### src/rtl/step_pkg.sv
// ----------------------------------------------------------------------------
// step_pkg
// Shared definitions for the single-step controller:
//   - step_state_t : debounce FSM state encoding
//   - STEP_COUNT_W : width of the issued-step counter
// ----------------------------------------------------------------------------
package step_pkg;

    localparam int STEP_COUNT_W = 16;

    typedef enum logic [1:0] {
        IDLE         = 2'd0,
        PRESS_WAIT   = 2'd1,
        HELD         = 2'd2,
        RELEASE_WAIT = 2'd3
    } step_state_t;

endpackage

### src/rtl/sync2.sv
// ----------------------------------------------------------------------------
// sync2
// Generic two-flop synchronizer for raw asynchronous inputs. Adds two clk
// cycles of latency. Both stages clear on reset.
// Ports:
//   clk - system clock
//   rst - synchronous active-high reset
//   d   - asynchronous input, WIDTH bits
//   q   - synchronized output, WIDTH bits
// ----------------------------------------------------------------------------
module sync2 #(
    parameter int WIDTH = 1
) (
    input  logic             clk,
    input  logic             rst,
    input  logic [WIDTH-1:0] d,
    output logic [WIDTH-1:0] q
);

    logic [WIDTH-1:0] meta;

    // First stage may go metastable; only the second stage is used downstream.
    always_ff @(posedge clk) begin
        if (rst) begin
            meta <= '0;
            q    <= '0;
        end else begin
            meta <= d;
            q    <= meta;
        end
    end

endmodule

### src/rtl/step_ctrl.sv
// ----------------------------------------------------------------------------
// step_ctrl
// Debounced push-button single-step controller. A qualified button press
// produces one registered single-cycle step pulse; holding the button does
// not repeat. step_count tallies issued pulses and wraps at 16 bits.
//
// Optional feature macro: STEP_AUTORUN_EN
//   When defined, adds input 'run'. While run = 1 a wrapping divider emits one
//   step every AUTO_DIV cycles and button steps are suppressed. Dropping run
//   clears the divider.
//
// Parameters:
//   DEBOUNCE_CYCLES - consecutive stable samples needed to accept a change
//   AUTO_DIV        - auto-run step period in clk cycles (>= 2)
// Ports:
//   clk        - system clock
//   rst        - synchronous active-high reset
//   btn        - raw asynchronous button level, 1 = pressed
//   run        - auto-run request (STEP_AUTORUN_EN only)
//   step       - single-cycle step pulse
//   btn_level  - debounced button level
//   step_count - number of step pulses since reset
// ----------------------------------------------------------------------------
module step_ctrl
    import step_pkg::*;
#(
    parameter int DEBOUNCE_CYCLES = 20000,
    parameter int AUTO_DIV        = 1000000
) (
    input  logic                    clk,
    input  logic                    rst,
    input  logic                    btn,
`ifdef STEP_AUTORUN_EN
    input  logic                    run,
`endif
    output logic                    step,
    output logic                    btn_level,
    output logic [STEP_COUNT_W-1:0] step_count
);

    localparam int CW = $clog2(DEBOUNCE_CYCLES + 1);

    // The sample that moves IDLE->PRESS_WAIT (or HELD->RELEASE_WAIT) is the
    // first of the qualifying run, and the final sample is the one taken in
    // the wait state when the transition fires, so the counter only has to
    // reach DEBOUNCE_CYCLES-2 before that last sample.
    localparam logic [CW-1:0] QUAL_LAST =
        CW'((DEBOUNCE_CYCLES >= 2) ? (DEBOUNCE_CYCLES - 2) : 0);
    localparam logic [CW-1:0] CNT_MAX = CW'(DEBOUNCE_CYCLES);

    logic        btn_sync;
    step_state_t state;
    logic [CW-1:0] deb_cnt;
    logic        press_done;
    logic        step_req;

    sync2 #(.WIDTH(1)) u_btn_sync (
        .clk (clk),
        .rst (rst),
        .d   (btn),
        .q   (btn_sync)
    );

    // Debounce FSM. press_done marks the PRESS_WAIT->HELD edge; the step
    // pulse itself is registered one cycle later.
    always_ff @(posedge clk) begin
        if (rst) begin
            state      <= IDLE;
            deb_cnt    <= '0;
            press_done <= 1'b0;
            btn_level  <= 1'b0;
        end else begin
            press_done <= 1'b0;
            case (state)
                IDLE: begin
                    if (btn_sync) begin
                        state   <= PRESS_WAIT;
                        deb_cnt <= '0;
                    end
                end
                PRESS_WAIT: begin
                    if (!btn_sync) begin
                        state <= IDLE;
                    end else if (deb_cnt >= QUAL_LAST) begin
                        state      <= HELD;
                        btn_level  <= 1'b1;
                        press_done <= 1'b1;
                    end else if (deb_cnt != CNT_MAX) begin
                        deb_cnt <= deb_cnt + CW'(1);
                    end
                end
                HELD: begin
                    if (!btn_sync) begin
                        state   <= RELEASE_WAIT;
                        deb_cnt <= '0;
                    end
                end
                RELEASE_WAIT: begin
                    if (btn_sync) begin
                        state <= HELD;
                    end else if (deb_cnt >= QUAL_LAST) begin
                        state     <= IDLE;
                        btn_level <= 1'b0;
                    end else if (deb_cnt != CNT_MAX) begin
                        deb_cnt <= deb_cnt + CW'(1);
                    end
                end
                default: begin
                    state     <= IDLE;
                    btn_level <= 1'b0;
                end
            endcase
        end
    end

`ifdef STEP_AUTORUN_EN
    localparam int AW = (AUTO_DIV > 1) ? $clog2(AUTO_DIV) : 1;
    localparam logic [AW-1:0] AUTO_LAST = AW'(AUTO_DIV - 1);

    logic [AW-1:0] auto_cnt;

    // Wrapping auto-run divider; held at zero whenever run is low so the
    // first auto step after run rises is a full period away.
    always_ff @(posedge clk) begin
        if (rst || !run) begin
            auto_cnt <= '0;
        end else if (auto_cnt == AUTO_LAST) begin
            auto_cnt <= '0;
        end else begin
            auto_cnt <= auto_cnt + AW'(1);
        end
    end

    assign step_req = run ? (auto_cnt == AUTO_LAST) : press_done;
`else
    assign step_req = press_done;
`endif

    // Step pulse and counter. A request landing right after a pulse (e.g. a
    // press completing the cycle after the last auto step) is dropped so the
    // pulse is never stretched over two cycles.
    always_ff @(posedge clk) begin
        if (rst) begin
            step       <= 1'b0;
            step_count <= '0;
        end else begin
            step <= step_req && !step;
            if (step_req && !step) begin
                step_count <= step_count + STEP_COUNT_W'(1);
            end
        end
    end

endmodule
### config.mk
export PLATFORM = sky130hd
export DESIGN_NAME = step_ctrl
export DESIGN_NICKNAME = d
export VERILOG_FILES = /design/src/rtl/step_pkg.sv /design/src/rtl/sync2.sv /design/src/rtl/step_ctrl.sv
export SDC_FILE = /design/constraint.sdc
export NUM_CORES = 1
export LEC_CHECK = 0
export BUFFER_PORTS_ARGS = -buffer_cell sky130_fd_sc_hd__buf_4
export CORE_MARGIN = 10
export CORE_UTILIZATION = 50
export CTS_CLUSTER_DIAMETER = 200
export DETAILED_ROUTE_END_ITERATION = 10
export PLACE_DENSITY = 0.67
export SLEW_MARGIN = 10
export SYNTH_ARGS = -nofsm -noshare
export SYNTH_HDL_FRONTEND = slang
export SYNTH_SLANG_ARGS = --single-unit
export TNS_END_PERCENT = 10
### constraint.sdc
create_clock -name clk -period 2.15 [get_ports clk]
set_input_delay 0.1075 -clock clk [delete_from_list [all_inputs] [get_ports clk]]
set_output_delay 0.1075 -clock clk [all_outputs]
set_load 0.02 [all_outputs]
==> metrics.txt <==
status completed; DR pass1 iterations 4; Post-CTS Hold Buffers 0; area grow syn2layout 12.5%; Final period util approximately 93%; Worst setup EP type register; vias per cell between 5 and 6; crit start category register; r2r setup slk approximately 0.15 ns; power consumption between 1 and 1.5 mW; Num CTS Buffers 5; Post-CTS Repair Setup Buffers 0; TritonCTS clock tree done; post-CTS resize count 0; Post-Syn Instances between 200 and 250; cell area after synthesis 1890 µm²; DRC Markers 0; clock-pin slew on the worst setup and hold paths roughly 0.070 ns; PD cells 579 nW/µm²; DP HPWL 2820 µm; routed length per instance 13.8 µm; Die Height 81.4 µm; first-pass GRT wire length 6700 µm; Worst Path Arrival 2.22 ns; placed cell count between 200 and 300; TNS Setup 0 ns; # IOs 21; core area 3660 µm²; worst clock skew 0.0103 ns; starting density of the core around 50%; Yosys warning total 0; Clock Latency Late Sink 0.28 ns; Seq/Total Area, Yosys about two fifths; Global Route Usage Sum 12.3%; chip width between 80 and 90 µm; nets 240; Max-cap violations 0; CP required 2.37 ns; worst slew pin tran around 0.42 ns; highest clock rate 0.499 GHz; FILL cells 333; worst vdd ir approximately 330 µV; FP Rows 22; reg-to-reg endpoint deb_cnt[10]$_SDFFE_PP0P_; Synth cell types 44; Clock Sinks 38; Mapped Nets 219; Clk Tree Root Cell clkbuf_8; Final Hold Vio Count 0; largest net degree at the start of global routing 37; Yosys reg bits 38; initial antenna violation count 0; DIE AREA 6630 µm²; Final min period 2.00 ns; max-slew violations 0; H-tree depth 2; CP Class reg -> reg; Detail Route Antenna Nets 0; Final GP Congestion ~0.9; Max FO, Critical Path 5; ant diodes 0; mean area per synthesized cell between 8 and 9 µm²; routed vias roughly 1600; CP startpoint deb_cnt[0]$_SDFFE_PP0P_; non-filler cells in the finished layout 280; Hold/Removal Path Class in -> reg; Slew headroom between 70% and 80%; number of global-route vias before repair roughly 1500; Post-synth EDFFs 0; Critical Path End deb_cnt[10]$_SDFFE_PP0P_; unrepaired setup endpoints after global routing false; Worst R2R Path Depth 7; Initial DRC Count 102; endpoints failing setup 0; final WL 3860 µm; FFs w/ async S/R, synth 0%; leak pwr roughly 0.7 nW; share of layout cells above drive strength 1 18.1%; Main synth FF type dfxtp_1; Critical R2R Launch deb_cnt[0]$_SDFFE_PP0P_; clock buffer depth 2; footprint of the multi-input gates 1020 µm²; total gr overflow 0; buffers added on ports 20; register area 761 µm²
-- critical path: stages (launching register included) --
cell,delay [ns]
dfxtp_1,0.40
inv_1,0.10
ha_1,0.22
nor2_1,0.18
o2111ai_4,0.17
a31oi_4,0.25
or4b_1,0.46
a31oi_1,0.16
-- logic make-up after synthesis --
logic type,after synthesis,synth area share [%]
AOI/OAI and AO/OA,40,14.2
xor gates and xnor gates,13,6.03
adders and majority gates,4,2.65
buffers and inverters,16,5.77
DFF,38,40.3
muxes,7,3.78
and+or+nand+nor,94,27.3
-- worst min path at each step --
stage,endpoint,slack [ns],cells past startpoint,startpoint
finish,u_btn_sync.meta$_SDFF_PP0_,0.05,2,btn
global route,u_btn_sync.meta$_SDFF_PP0_,0.07,2,btn
CTS,u_btn_sync.meta$_SDFF_PP0_,0.05,2,btn
detailed placement,u_btn_sync.meta$_SDFF_PP0_,0.34,2,btn
global placement,u_btn_sync.meta$_SDFF_PP0_,0.33,2,btn
floorplan,u_btn_sync.meta$_SDFF_PP0_,0.24,1,btn
-- registers in the layout, indices dropped and copies added, names as in the netlist, named ones only --
register         flops
step_count          16
deb_cnt             15
btn_level            1
press_done           1
state                1
step                 1
u_btn_sync.meta      1
u_btn_sync.q         1
-- power by group --
part	switching [mW]	internal, mW
Combinational	0.0288	0.0174
Sequential	0.00489	0.709
Clock	0.221	0.247
Total	0.255	0.974
-- final cells by class --
cell class	instances	share of cell area (%)
Multi-Input combinational cell	158	47.9
Timing Repair Buffer	24	8.49
Tap cell	48	2.83
Inverter	6	1.06
Clock buffer	6	3.89
Sequential cell	38	35.8
-- per-layer routing --
layer / part of all wire [%] / global-route usage, %
met1: 45 / 15.0
met2: 49 / 20.2
met3: 5.7 / 4.48
met4: 0.54 / 3.11
met5: 0 / 0
-- stage by stage --
| stage | utilization, % | area [µm²] | hold WS, ns | worst slack, ns |
|---|---|---|---|---|
| floorplan | - | 1890 | 0.236 | 0.322 |
| global placement | 55.7 | 2040 | 0.325 | 0.267 |
| detailed placement | 55.7 | 2040 | 0.343 | 0.186 |
| CTS | 58.0 | 2120 | 0.0531 | 0.143 |
| global route | 58.0 | 2120 | 0.0667 | 0.0463 |
| finish | 58.0 | 2120 | 0.0523 | 0.146 |
-- synthesized netlist by cell type, types with 3 or more instances --
cell | n | area share (%)
a21oi_1 | 14 | 3.7
a31oi_1 | 5 | 1.7
and3_1 | 3 | 0.99
clkbuf_8 | 3 | 2.2
dfxtp_1 | 38 | 40
ha_1 | 4 | 2.7
inv_1 | 6 | 1.2
mux2i_1 | 6 | 3.2
nand2_1 | 13 | 2.6
nand3_1 | 14 | 3.7
nand4_1 | 7 | 2.3
nand4b_1 | 3 | 1.4
nor2_1 | 21 | 4.2
nor2b_1 | 5 | 1.7
nor3_1 | 8 | 2.1
nor4_1 | 3 | 0.99
o211ai_1 | 3 | 1.2
o21ai_0 | 11 | 2.9
or3_1 | 4 | 1.3
xnor2_1 | 8 | 3.7
xor2_1 | 5 | 2.3
-- placed cells by master, fill, tap and decap left out, types with 2 or more instances in the layout --
master	instances
xnor2_1	8
nand3b_1	2
a31oi_1	5
a21oi_1	14
nand3_1	14
dfxtp_1	38
clkbuf_8	6
nor4_1	3
nand4b_1	3
o21ai_0	11
nor3_1	8
nand4_1	7
nor2b_1	5
ha_1	4
inv_1	6
or2_2	2
or3_1	4
nand2_1	13
buf_4	24
nor2_4	2
mux2i_1	6
o211ai_1	3
and4_1	2
and3_1	3
xor2_1	5
nor2_1	21
(Power assumes the default switching activity.)
